**config.mk**
```make
export PLATFORM = sky130hd
export DESIGN_NAME = booth_controller_flat
export DESIGN_NICKNAME = d
export VERILOG_FILES = /design/src/rtl/booth_controller_if.sv /design/src/rtl/booth_controller.sv /design/src/flat_wrapper.sv
export SDC_FILE = /design/constraint.sdc
export NUM_CORES = 1
export LEC_CHECK = 0
export ABC_CLOCK_PERIOD_IN_PS = 1940
export BUFFER_PORTS_ARGS = -buffer_cell sky130_fd_sc_hd__buf_2
export CAP_MARGIN = 20
export CORE_AREA = 2 2 39 41
export DETAILED_ROUTE_END_ITERATION = 10
export DIE_AREA = 0 0 41 43
export SLEW_MARGIN = 20
export SYNTH_ARGS = -nofsm -noshare
export SYNTH_HDL_FRONTEND = slang
export SYNTH_SLANG_ARGS = --single-unit
```
**constraint.sdc**
```tcl
create_clock -name clk -period 1.94 [get_ports clk]
set_input_delay 0.388 -clock clk [delete_from_list [all_inputs] [get_ports clk]]
set_output_delay 0.388 -clock clk [all_outputs]
set_load 0.02 [all_outputs]
```
**src/rtl/booth_controller_if.sv**
```systemverilog
// Signal bundle between the radix-2 Booth controller and its environment:
// upstream handshake, datapath status flags and datapath control strobes.
interface booth_controller_if;
  // Upstream handshake
  logic start;
  logic abort;
  logic ready;
  logic operand_sel;
  logic busy;
  logic valid;

  // Datapath status
  logic q0;
  logic q1;
  logic done;

  // Datapath controls
  logic clr_A;
  logic enA;
  logic clr_Q;
  logic enQ;
  logic shift;
  logic enM;
  logic clrff;
  logic clr_count;
  logic dec;
  logic clr_r;
  logic sub_add;

  // Controller side
  modport master (
    input  start,
    input  abort,
    input  q0,
    input  q1,
    input  done,
    output ready,
    output operand_sel,
    output busy,
    output valid,
    output clr_A,
    output enA,
    output clr_Q,
    output enQ,
    output shift,
    output enM,
    output clrff,
    output clr_count,
    output dec,
    output clr_r,
    output sub_add
  );

  // Datapath / upstream side
  modport slave (
    output start,
    output abort,
    output q0,
    output q1,
    output done,
    input  ready,
    input  operand_sel,
    input  busy,
    input  valid,
    input  clr_A,
    input  enA,
    input  clr_Q,
    input  enQ,
    input  shift,
    input  enM,
    input  clrff,
    input  clr_count,
    input  dec,
    input  clr_r,
    input  sub_add
  );
endinterface

```
**src/rtl/booth_controller.sv**
```systemverilog
// Moore control FSM sequencing a 5-bit radix-2 Booth multiplier datapath.
// Optional BOOTH_INT_COUNT_EN: internal iteration counter replaces the done input.
module booth_controller #(
  parameter int N     = 5,
  parameter int CNT_W = 3
) (
  input  logic               clk,
  input  logic               clr_n,
  booth_controller_if.master bus
`ifdef BOOTH_INT_COUNT_EN
  ,
  output logic [CNT_W-1:0]   dbg_iter
`endif
);

  typedef enum logic [2:0] {
    S_IDLE   = 3'd0,
    S_LOAD_M = 3'd1,
    S_LOAD_Q = 3'd2,
    S_CHECK  = 3'd3,
    S_ADD    = 3'd4,
    S_SUB    = 3'd5,
    S_SHIFT  = 3'd6,
    S_DONE   = 3'd7
  } state_t;

  state_t state_reg;
  state_t state_next;
  logic   iter_done;
  logic   abort_active;

  // abort only has an effect once a multiply is under way
  assign abort_active = bus.abort && (state_reg != S_IDLE);

`ifdef BOOTH_INT_COUNT_EN
  logic [CNT_W-1:0] cnt_reg;
  logic [CNT_W-1:0] cnt_next;

  always_ff @(posedge clk or negedge clr_n) begin
    if (!clr_n) begin
      cnt_reg <= '0;
    end else begin
      cnt_reg <= cnt_next;
    end
  end

  always_comb begin
    cnt_next = cnt_reg;
    if (state_reg == S_LOAD_Q) begin
      cnt_next = CNT_W'(N);
    end else if (state_reg == S_SHIFT && cnt_reg != '0) begin
      cnt_next = cnt_reg - 1'b1;
    end
  end

  assign iter_done = (cnt_reg == '0);
  assign dbg_iter  = cnt_reg;
`else
  assign iter_done = bus.done;
`endif

  always_ff @(posedge clk or negedge clr_n) begin
    if (!clr_n) begin
      state_reg <= S_IDLE;
    end else begin
      state_reg <= state_next;
    end
  end

  always_comb begin
    state_next = state_reg;
    case (state_reg)
      S_IDLE: begin
        if (bus.start && !bus.abort) begin
          state_next = S_LOAD_M;
        end
      end
      S_LOAD_M: state_next = S_LOAD_Q;
      S_LOAD_Q: state_next = S_CHECK;
      S_CHECK: begin
        // Termination wins over the bit-pair decode
        if (iter_done) begin
          state_next = S_DONE;
        end else begin
          case ({bus.q0, bus.q1})
            2'b01:   state_next = S_ADD;
            2'b10:   state_next = S_SUB;
            default: state_next = S_SHIFT;
          endcase
        end
      end
      S_ADD:   state_next = S_SHIFT;
      S_SUB:   state_next = S_SHIFT;
      S_SHIFT: state_next = S_CHECK;
      S_DONE:  state_next = S_IDLE;
      default: state_next = S_IDLE;
    endcase
    if (abort_active) begin
      state_next = S_IDLE;
    end
  end

  always_comb begin
    bus.ready       = 1'b0;
    bus.operand_sel = 1'b0;
    bus.busy        = 1'b0;
    bus.valid       = 1'b0;
    bus.clr_A       = 1'b0;
    bus.enA         = 1'b0;
    bus.clr_Q       = 1'b0;
    bus.enQ         = 1'b0;
    bus.shift       = 1'b0;
    bus.enM         = 1'b0;
    bus.clrff       = 1'b0;
    bus.clr_count   = 1'b0;
    bus.dec         = 1'b0;
    bus.clr_r       = 1'b0;
    bus.sub_add     = 1'b0;
    case (state_reg)
      S_IDLE: begin
        bus.ready = 1'b1;
      end
      S_LOAD_M: begin
        bus.enM  = 1'b1;
        bus.busy = 1'b1;
      end
      S_LOAD_Q: begin
        bus.enQ         = 1'b1;
        bus.clr_A       = 1'b1;
        bus.clrff       = 1'b1;
        bus.clr_count   = 1'b1;
        bus.clr_r       = 1'b1;
        bus.operand_sel = 1'b1;
        bus.busy        = 1'b1;
      end
      S_CHECK: begin
        bus.busy = 1'b1;
      end
      S_ADD: begin
        bus.enA  = 1'b1;
        bus.busy = 1'b1;
      end
      S_SUB: begin
        bus.enA     = 1'b1;
        bus.sub_add = 1'b1;
        bus.busy    = 1'b1;
      end
      S_SHIFT: begin
        bus.shift = 1'b1;
        bus.dec   = 1'b1;
        bus.busy  = 1'b1;
      end
      S_DONE: begin
        bus.valid = 1'b1;
        bus.busy  = 1'b1;
      end
      default: begin
        bus.ready = 1'b0;
      end
    endcase
    // Cancel path: flush the datapath and swallow any pending result pulse
    if (abort_active) begin
      bus.clr_A = 1'b1;
      bus.clr_Q = 1'b1;
      bus.clr_r = 1'b1;
      bus.valid = 1'b0;
    end
  end

endmodule

```
**src/flat_wrapper.sv**
```systemverilog
// flat-port wrapper written by rule: the top's interface ports become plain ports
module booth_controller_flat 
#(
  parameter int N     = 5,
  parameter int CNT_W = 3
)
  (clk, clr_n, bus_start, bus_abort, bus_q0, bus_q1, bus_done, bus_ready, bus_operand_sel, bus_busy, bus_valid, bus_clr_A, bus_enA, bus_clr_Q, bus_enQ, bus_shift, bus_enM, bus_clrff, bus_clr_count, bus_dec, bus_clr_r, bus_sub_add);
  booth_controller_if bus_i ();
  input  logic clk;
  input  logic clr_n;
  input wire logic [$bits(bus_i.start)-1:0] bus_start;
  input wire logic [$bits(bus_i.abort)-1:0] bus_abort;
  input wire logic [$bits(bus_i.q0)-1:0] bus_q0;
  input wire logic [$bits(bus_i.q1)-1:0] bus_q1;
  input wire logic [$bits(bus_i.done)-1:0] bus_done;
  output wire logic [$bits(bus_i.ready)-1:0] bus_ready;
  output wire logic [$bits(bus_i.operand_sel)-1:0] bus_operand_sel;
  output wire logic [$bits(bus_i.busy)-1:0] bus_busy;
  output wire logic [$bits(bus_i.valid)-1:0] bus_valid;
  output wire logic [$bits(bus_i.clr_A)-1:0] bus_clr_A;
  output wire logic [$bits(bus_i.enA)-1:0] bus_enA;
  output wire logic [$bits(bus_i.clr_Q)-1:0] bus_clr_Q;
  output wire logic [$bits(bus_i.enQ)-1:0] bus_enQ;
  output wire logic [$bits(bus_i.shift)-1:0] bus_shift;
  output wire logic [$bits(bus_i.enM)-1:0] bus_enM;
  output wire logic [$bits(bus_i.clrff)-1:0] bus_clrff;
  output wire logic [$bits(bus_i.clr_count)-1:0] bus_clr_count;
  output wire logic [$bits(bus_i.dec)-1:0] bus_dec;
  output wire logic [$bits(bus_i.clr_r)-1:0] bus_clr_r;
  output wire logic [$bits(bus_i.sub_add)-1:0] bus_sub_add;
  assign bus_i.start = bus_start;
  assign bus_i.abort = bus_abort;
  assign bus_i.q0 = bus_q0;
  assign bus_i.q1 = bus_q1;
  assign bus_i.done = bus_done;
  assign bus_ready = bus_i.ready;
  assign bus_operand_sel = bus_i.operand_sel;
  assign bus_busy = bus_i.busy;
  assign bus_valid = bus_i.valid;
  assign bus_clr_A = bus_i.clr_A;
  assign bus_enA = bus_i.enA;
  assign bus_clr_Q = bus_i.clr_Q;
  assign bus_enQ = bus_i.enQ;
  assign bus_shift = bus_i.shift;
  assign bus_enM = bus_i.enM;
  assign bus_clrff = bus_i.clrff;
  assign bus_clr_count = bus_i.clr_count;
  assign bus_dec = bus_i.dec;
  assign bus_clr_r = bus_i.clr_r;
  assign bus_sub_add = bus_i.sub_add;
  booth_controller #(.N(N), .CNT_W(CNT_W)) u_core (.clk(clk), .clr_n(clr_n), .bus(bus_i));
endmodule
```
Word level (Yosys, flattened, before mapping)
Cells that the tools add are included.
- equal/unequal tests: 10
- reduce and logical (&&, ||, !) cells: 8
- multiplexer cells: 16
- operators by type and width (cell ; count):
    3-bit one-hot mux with 6 select lines ; 1
    3-bit equality test, second input constant ; 4
    1-bit 2-to-1 mux ; 11
    3-bit 2-to-1 mux ; 3
    7-bit OR reduction ; 1
    3-bit by 2-bit equality test with 1-bit output, second input constant ; 2
    2-bit one-hot mux with 2 select lines ; 1
    2-bit OR reduction ; 2
    3-bit by 1-bit equality test with 1-bit output, second input constant ; 1
    3-bit zero test ; 1
    3-bit by 1-bit != test with 1-bit output, second input constant ; 1
    3-bit nonzero test ; 1
    2-bit by 1-bit equality test with 1-bit output, second input constant ; 1
    2-bit equality test, second input constant ; 1
    1-bit logical AND ; 2
    1-bit zero test ; 1
- output and inout port bits: 15
- bits of input ports: 7
- logic and storage cells: 35
- bits in registers: 3

Logic depth before layout (Yosys ltp)
Gate-level depths: netlist of run 1.
- word-level depth: 5
- gate-level depth with buffers: 4
- depth with buffers taken out: 4

Worst setup path after synthesis of run 1
No wires, ideal clock.
- kind: reg2out
- start: reg u_core.state_reg[0]
- end: out bus_clr_r
- data arrival time: 1564 ps
- data required time: 1552 ps
- path slack: -12 ps
- buffers on the path: 1
- stages on the path, launching flop included: 5
- cells stage by stage: dfrtp_1 > or3_4 > and2_4 > or2_1 > buf_4
- longest elaborated chain between the ends: 3
- elaborated cells on any way between the ends: 5
- classes of those cells: eq/ne: 1; mux: 2; reduce/logical: 2
- ends and longest elaborated chain (what ; line ; source):
    start: declaration ; booth_controller.sv:27 ; state_t state_reg;
    start signal: assignment ; booth_controller.sv:66 ; state_reg <= state_next;
    3-bit by 2-bit equality test with 1-bit output / 3-bit nonzero test (equally long branches) ; - ;
    1-bit 2-to-1 mux / 1-bit logical AND (equally long branches) ; - ;
    1-bit 2-to-1 mux (*) ; - ;
    end: declaration ; flat_wrapper.sv:29 ; output wire logic [$bits(bus_i.clr_r)-1:0] bus_clr_r;
Every way passes the cells marked *; elsewhere a longest branch is shown, timed or not.

Worst setup path in the final report of run 1
- start: reg u_core.state_reg[1]
- end: out bus_clr_A
- longest elaborated chain between the ends: 3
- elaborated cells on any way between the ends: 5
- classes of those cells: eq/ne: 1; mux: 2; reduce/logical: 2
- ends and longest elaborated chain (what ; line ; source):
    3-bit by 2-bit equality test with 1-bit output / 3-bit nonzero test (equally long branches) ; booth_controller.sv:119, booth_controller.sv:33 ;
    1-bit 2-to-1 mux / 1-bit logical AND (equally long branches) ; booth_controller.sv:119, booth_controller.sv:33 ;
    1-bit 2-to-1 mux (*) ; booth_controller.sv:162 ; if (abort_active) begin
    end: declaration ; flat_wrapper.sv:20 ; output wire logic [$bits(bus_i.clr_A)-1:0] bus_clr_A;
Marks and branches as above.

==> flow_summary.ini, run 1 <==
[global_routing]
grt_overflow = 0
grt_usage_pct = 9.265
grt_first_pass_wirelength_mm = 1.076
grt_pass1_vias = 282
antenna_found_initial = 0
grt_max_degree = 9

[placed_design]
dp_hpwl_microns = 505.6
place_congestion = 0.6167
io_buffer_count = 21

[logic_synthesis]
synthCells = 30
ys_types = 18
yosys_warnings = 0
syn_area_sq_um = 261.5
ys_ff_latch = 3
yosysSeqAreaShare_pct = 28.71
avgSynthCellArea_sq_um = 8.717
synthesis.nets = 38

[layout]
final_common_cell = buf_2
drive_above_1_share_pct = 60.00
diodes = 0
final_cell_mix = buf_2 (19), buf_4 (4), clkbuf_4 (3), dfrtp_1 (3)
area_growth_pct = 64.59
largest_register_ffs = 3
fin_nets = 64
postLayoutCoreUtil_pct = 31.10

[drt]
wl_per_cell_microns = 8.746
antenna_left = 0
remaining_drc_errors = 0
routed_wl_microns = 621
drt_iter0_markers = 3
via_count = 292
vias_per_cell = 4.113
dr.pass1.iters = 3

[setup_path]
path_buf_inv = 1
critical_path.slowest_cell = or3_4
cp_max_fo = 3
crit_start = u_core.state_reg[1]
path_class = reg2out
cpLargestDelayFamily = simple AND/OR/NAND/NOR gates
slowest_delay_ns = 0.40
end_kind = output pin
timing.rr.start = u_core.state_reg[1]
r2r_cells = 3
critical_path_depth = 4
path_cells = or3_4 -> and2_4 -> or2_4 -> buf_6
r2r_setup_slack_ns = 0.90
cp-start-kind = flip-flop
cp.arrival_ns = 1.50
cp.required_ns = 1.55

[sta]
hold_viol_final = 0
slew_viol_final = 0
max_freq_mhz = 528.5
setup-violations-final = 0
rsz0062_at_grt = true
fin_crit_sh_pct = 97.53
worst_slew_margin_rel_pct = 83.76
timing_worst_slew_pin_value_ns = 0.2420
post-route-min-period_ns = 1.892
finClkSkew_ns = 0.001022

[die]
core_sq_mm = 0.001384
num_io_pins = 22
dieWidth_microns = 41
die_h_microns = 43
start_util_pct = 18.90
dieArea_sq_mm = 0.001763
core.rowCount = 14

[clock_network]
cts_buffers = 3
cts.sinks = 3
cts-root-buf = clkbuf_4
htreeDepth = 1
clk_pin_slew_ns = 0.04
clk_path_buf_depth = 2
cts_tree = yes
clock_latency_ns = 0.23

[run]
maxCapViolations = 0

[pwr]
power_density_mw_per_mm2 = 871.3
power.total_uw = 375.0
ir_drop_mv = 0.3857
cellLeakagePower_uw = 0.0002482

[worst_hold_path]
hp-start = bus_abort
hold_path_depth = 2
hp-class = in2reg

[run_status]
outcome = completed
[cells in the mapped netlist, drive strengths merged]
master	instances	area, sq um
buf	5	37.54
and2b	2	17.52
ha	1	12.51
or2	1	6.260
a311oi	1	8.760
nor2b	2	12.51
or3	1	11.26
nor3b	2	15.01
inv	2	7.510
dfrtp	3	75.07
a21oi	2	10.01
o21bai	2	15.01
o21ai	1	5.000
nor2	2	7.510
and2	2	16.27
nand2	1	3.750
[worst reg2reg max path, stage by stage (launching register included)]
cell and delay [ns]:
dfrtp_1 0.37, or3_4 0.40, inv_1 0.08, a311oi_1 0.05
[what timing repair did]
| item | in CTS | in global routing |
|---|---|---|
| hold buffers | 1 | 0 |
| endpoints found under the setup margin | 2 | 2 |
| buffers inserted | 2 | 1 |
| pin swaps | 0 | 3 |
| gates resized for setup | 0 | 4 |
| hold endpoints to repair | 3 | 0 |
[final timing paths]
kind	to
setup / recovery	bus_clr_A
hold / removal	u_core.state_reg[0]
setup reg to reg	u_core.state_reg[1]
hold reg to reg	u_core.state_reg[1]
max in group asynchronous	u_core.state_reg[1]
min in group asynchronous	u_core.state_reg[0]
[kinds of logic (layout without fill, tap and decap cells)]
| family | after synthesis | in the layout | synth area share, % |
|---|---|---|---|
| AO/OA/AOI/OAI | 6 | 6 | 14.83 |
| flip-flops | 3 | 3 | 28.71 |
| buffers and inverters | 7 | 32 | 17.23 |
| AND/OR/NAND/NOR | 13 | 13 | 34.45 |
| adder cells (fa/ha/maj) | 1 | 1 | 4.784 |
[per-layer routing]
layer | GRT usage (%) | vias up | wire (microns)
met2 | 14.06 | 16 | 302
met5 | 0 | - | 0
met4 | 6.000 | 0 | 0
met3 | 4.712 | 0 | 71
li1 | - | 147 | -
met1 | 9.416 | 129 | 247
[metrics by stage]
step | hold WS [ns] | instance area, sq um | setup TNS [ns] | setup WS [ns] | instances
2_1_floorplan | 0.09241 | 264.0 | 0 | 0.04822 | 30
3_3_place_gp | 0.1865 | 359.1 | 0 | 0.2084 | 63
3_5_place_dp | 0.1862 | 359.1 | 0 | 0.1849 | 63
4_1_cts | 0.3780 | 410.4 | -0.01268 | -0.006492 | 70
5_1_grt | 0.4034 | 430.4 | -0.02032 | -0.01081 | 71
6_report | 0.3859 | 430.4 | 0 | 0.04792 | 71
[power breakdown]
group / switching [uW] / leakage, uW / internal [uW]
registers: 4.43 / 0.0000397 / 70.0
logic: 104 / 0.000194 / 89.8
clock network: 30.2 / 0.0000150 / 76.9
total: 138 / 0.000248 / 237
[layout make-up]
cell class | instances | area, sq um
well taps | 16 | 20.02
inverters | 2 | 7.507
multi-input cells | 20 | 143.9
clock buffers | 4 | 26.28
repair buffers | 26 | 157.7
fillers | 160 | 953.4
flip-flops and latches | 3 | 75.07
Power figures use the tool's default switching activity.
==> run 2: changes to the inputs <==
PLACE_DENSITY = 0.54   (was unset)
==> flow_summary.ini, run 2 (synthesis results as in run 1) <==
[clock_network]
clock_latency_ns = 0.23
clk_path_buf_depth = 2
cts.sinks = 3
cts-root-buf = clkbuf_4
htreeDepth = 1
cts_buffers = 3
clk_pin_slew_ns = 0.04
cts_tree = yes

[drt]
dr.pass1.iters = 2
vias_per_cell = 3.986
wl_per_cell_microns = 9.071
via_count = 279
routed_wl_microns = 635
antenna_left = 0
remaining_drc_errors = 0
drt_iter0_markers = 2

[run_status]
outcome = completed

[global_routing]
top_usage_layer = met2
grt_overflow = 0
use_met1_pct = 8.414
met3_usage_pct = 3.141
grt_first_pass_wirelength_microns = 931
grtUsageMet2_pct = 12.81
antenna_found_initial = 0
grt_max_degree = 9
grt_usage_pct = 7.646
grt_pass1_vias = 250

[sta]
finClkSkew_ns = 0.0009711
post-route-min-period_ns = 1.908
fin_crit_sh_pct = 98.37
setup-violations-final = 0
timing_worst_slew_pin_value_ns = 0.2445
tns_ns = 0
worst_slew_margin_rel_pct = 83.59
max_freq_mhz = 524.0
slew_viol_final = 0
hold_viol_final = 0
rsz0062_at_grt = true

[pwr]
p_sw_share_pct = 37.45
cellLeakagePower_uw = 0.0002417
p_seq_share_pct = 19.9
p_clk_share_pct = 29.6
p_sw_uw = 140.3
pwr-share-comb_pct = 50.5
power.total_uw = 374.5
ir_drop_mv = 0.3953
power_density_mw_per_mm2 = 883.0
p_int_uw = 234.3

[placed_design]
io_buffer_count = 21
place_inst = 63
place_congestion = 0.6733

[layout]
area_growth_pct = 62.20
fill_cells = 162
fin_nets = 63
final_cell_mix = buf_2 (19), clkbuf_4 (3), buf_4 (3)
multi_input_area_sq_um = 143.9
final_common_cell = buf_2
largest_register_ffs = 3
drive_above_1_share_pct = 61.11
seq_area_sq_um = 76.32
diodes = 0
stdcell_count = 70

[setup_path]
end_kind = output pin
path_cells = or3_4 -> and2_4 -> or2_4 -> buf_6
cp.required_ns = 1.55
cp_max_fo = 3
path_class = reg2out
cp-start-kind = flip-flop
cpLargestDelayFamily = simple AND/OR/NAND/NOR gates
slowest_delay_ns = 0.39
critical_path.slowest_cell = dfrtp_2
cp.arrival_ns = 1.52
path_buf_inv = 1
r2r_setup_slack_ns = 0.83
r2r_cells = 3
critical_path_depth = 4

[die]
core_sq_mm = 0.001384
dieWidth_microns = 41
die_h_microns = 43
num_io_pins = 22
core.rowCount = 14
dieArea_sq_mm = 0.001763
start_util_pct = 18.90

[run]
maxCapViolations = 0

[worst_hold_path]
hp-class = in2reg
hold_path_depth = 2
==> run 2: cell count changes in the layout (fill, tap and decap cells not counted), sizes merged <==
cell | before | now
buf | 25 | 24
==> run 2: area by class of cell <==
cell class / instances / area share, %
repair buffers: 25 / 35.40
flip-flops and latches: 3 / 17.99
clock buffers: 4 / 6.195
multi-input cells: 20 / 33.92
well taps: 16 / 4.720
inverters: 2 / 1.770
==> run 2: repair_timing <==
item / CTS / global route
pin swaps: 0 / 3
hold buffers: 1 / 0
setup buffers: 2 / 0
setup endpoints to repair: 2 / 2
endpoints found under the hold margin: 3 / 0
resized for setup: 1 / 4
==> run 2: through the flow <==
| stage | utilization, % | setup slack (ns) | cell area, sq um | hold WS, ns |
|---|---|---|---|---|
| floorplan | - | 0.04822 | 264.0 | 0.09241 |
| global placement | 25.95 | 0.2076 | 359.1 | 0.1860 |
| detailed placement | 25.95 | 0.1716 | 359.1 | 0.1864 |
| CTS | 29.75 | -0.009576 | 411.6 | 0.3829 |
| global route | 30.65 | -0.01547 | 424.2 | 0.3920 |
| finish | 30.65 | 0.03162 | 424.2 | 0.3830 |
==> run 2: power groups by stage <==
stage | Clock [uW] | Sequential [uW] | Combinational, uW
final | 111 | 74.6 | 189
after global routing | 123 | 75.5 | 208
after CTS | 115 | 74.5 | 178
after detailed placement | 0 | 79.4 | 165
after global placement | 0 | 78.5 | 164
after floorplan | 0 | 80.0 | 127
==> run 2: final timing paths <==
check / start / to
setup / recovery: u_core.state_reg[1] / bus_clr_A
hold / removal: bus_abort / u_core.state_reg[2]
setup reg to reg: u_core.state_reg[2] / u_core.state_reg[1]
hold reg to reg: u_core.state_reg[0] / u_core.state_reg[1]
max in group asynchronous: clr_n / u_core.state_reg[1]
min in group asynchronous: clr_n / u_core.state_reg[2]
==> run 2: metal layers <==
metal,vias to the layer above,wire [microns]
li1,144,-
met1,118,249
met2,17,306
met3,0,79
met4,0,0
met5,-,0
==> run 3: changes to the inputs <==
SETUP_SLACK_MARGIN = 0.2   (was unset)
==> flow_summary.ini, run 3 (synthesis results as in run 1) <==
[run_status]
outcome = completed

[global_routing]
antenna_found_initial = 0
grt_max_degree = 9
grt_first_pass_wirelength_mm = 1.104
grt_overflow = 0
grt_usage_pct = 9.366
grt_pass1_vias = 272

[placed_design]
io_buffer_count = 21
place_inst = 63
place_congestion = 0.6845

[drt]
antenna_left = 0
routed_wl_microns = 647
dr.pass1.iters = 4
via_count = 299
remaining_drc_errors = 0
wl_per_cell_microns = 8.743
vias_per_cell = 4.041
drt_iter0_markers = 1

[clock_network]
htreeDepth = 1
cts_tree = yes
clock_latency_ns = 0.23
cts_buffers = 3
cts.sinks = 3
cts-root-buf = clkbuf_4
clk_pin_slew_ns = 0.04
clk_path_buf_depth = 2

[run]
maxCapViolations = 0

[layout]
diodes = 0
stdcell_count = 74
final_common_cell = buf_2
drive_above_1_share_pct = 65.52
largest_register_ffs = 3
area_growth_pct = 79.90
fin_nets = 67
final_cell_mix = buf_2 (16), buf_4 (8), buf_6 (4), clkbuf_4 (3), dfrtp_1 (3)

[setup_path]
cp.required_ns = 1.55
end_kind = output pin
cp_max_fo = 2
path_class = reg2out
cp-start-kind = flip-flop
cp.arrival_ns = 1.48

[sta]
fin_crit_sh_pct = 96.42
timing_worst_slew_pin_value_ns = 0.2219
hold_viol_final = 0
whs_ns = 0.3749
max_freq_mhz = 534.6
finClkSkew_ns = 0.002967
post-route-min-period_ns = 1.871
tns_ns = 0
setup-violations-final = 0
rsz0062_at_grt = true
worst_slew_margin_rel_pct = 85.11
slew_viol_final = 0

[pwr]
power.total_uw = 400.0
cellLeakagePower_uw = 0.0002661
ir_drop_mv = 0.3268
power_density_mw_per_mm2 = 850.2

[die]
core_sq_mm = 0.001384
start_util_pct = 18.90
die_h_microns = 43
core.rowCount = 14
dieArea_sq_mm = 0.001763
dieWidth_microns = 41
num_io_pins = 22

[worst_hold_path]
hp-class = in2reg
[run 3: cell types whose count changed in the layout (fill, tap and decap cells not counted), sizes merged]
cell,change
buf,+4
[run 3: what timing repair did]
item / in CTS / in global routing
gates resized for setup: 4 / 7
endpoints found under the setup margin: 3 / 8
setup buffers: 5 / 1
pin swaps: 1 / 0
endpoints found under the hold margin: 3 / 0
hold buffers: 1 / 0
[run 3: power breakdown]
part           leakage, uW  internal, uW  switching (uW)
Sequential       0.0000397          70.0            4.72
Clock            0.0000150          77.0            31.3
Combinational     0.000211           109             108
[run 3: routing by layer]
metal / share of wire (%) / global-route usage (%) / wire length, microns
met1: 42 / 11.36 / 273
met2: 45 / 13.44 / 293
met3: 12 / 4.712 / 80
met5: 0 / 0 / 0
met4: 0 / 4.000 / 0
[run 3: cell type report]
class                   instances  area (sq um)
clock buffers                   4         26.28
fillers                       157         913.4
inverters                       2         7.507
multi-input cells              20         146.4
flip-flops and latches          3         75.07
well taps                      16         20.02
repair buffers                 29         195.2
[run 3: metrics by stage]
stage / area, sq um / worst slack [ns] / util, %
after detailed placement: 359.1 / 0.2142 / 25.95
after global routing: 470.5 / 0.02051 / 34.00
final: 470.5 / 0.06939 / 34.00
after floorplan: 267.8 / 0.1271 / -
after global placement: 359.1 / 0.2310 / 25.95
after CTS: 445.4 / 0.06052 / 32.19
[run 3: critical path, cell delays in order (launching register included)]
cell	delay, ns
dfrtp_1	0.36
or3_4	0.38
and2_4	0.14
or2_4	0.23
buf_6	0.13
[run 3: path summary, 6_finish.rpt]
check / start / to / slack [ns] / depth (start not counted)
setup / recovery: u_core.state_reg[2] / bus_clr_r / 0.07 / 4
hold / removal: bus_abort / u_core.state_reg[2] / 0.37 / 2
setup reg to reg: u_core.state_reg[2] / u_core.state_reg[1] / 0.79 / 4
hold reg to reg: u_core.state_reg[0] / u_core.state_reg[1] / 0.61 / 2
max in group asynchronous: clr_n / u_core.state_reg[0] / 1.35 / 2
min in group asynchronous: clr_n / u_core.state_reg[2] / 0.48 / 2
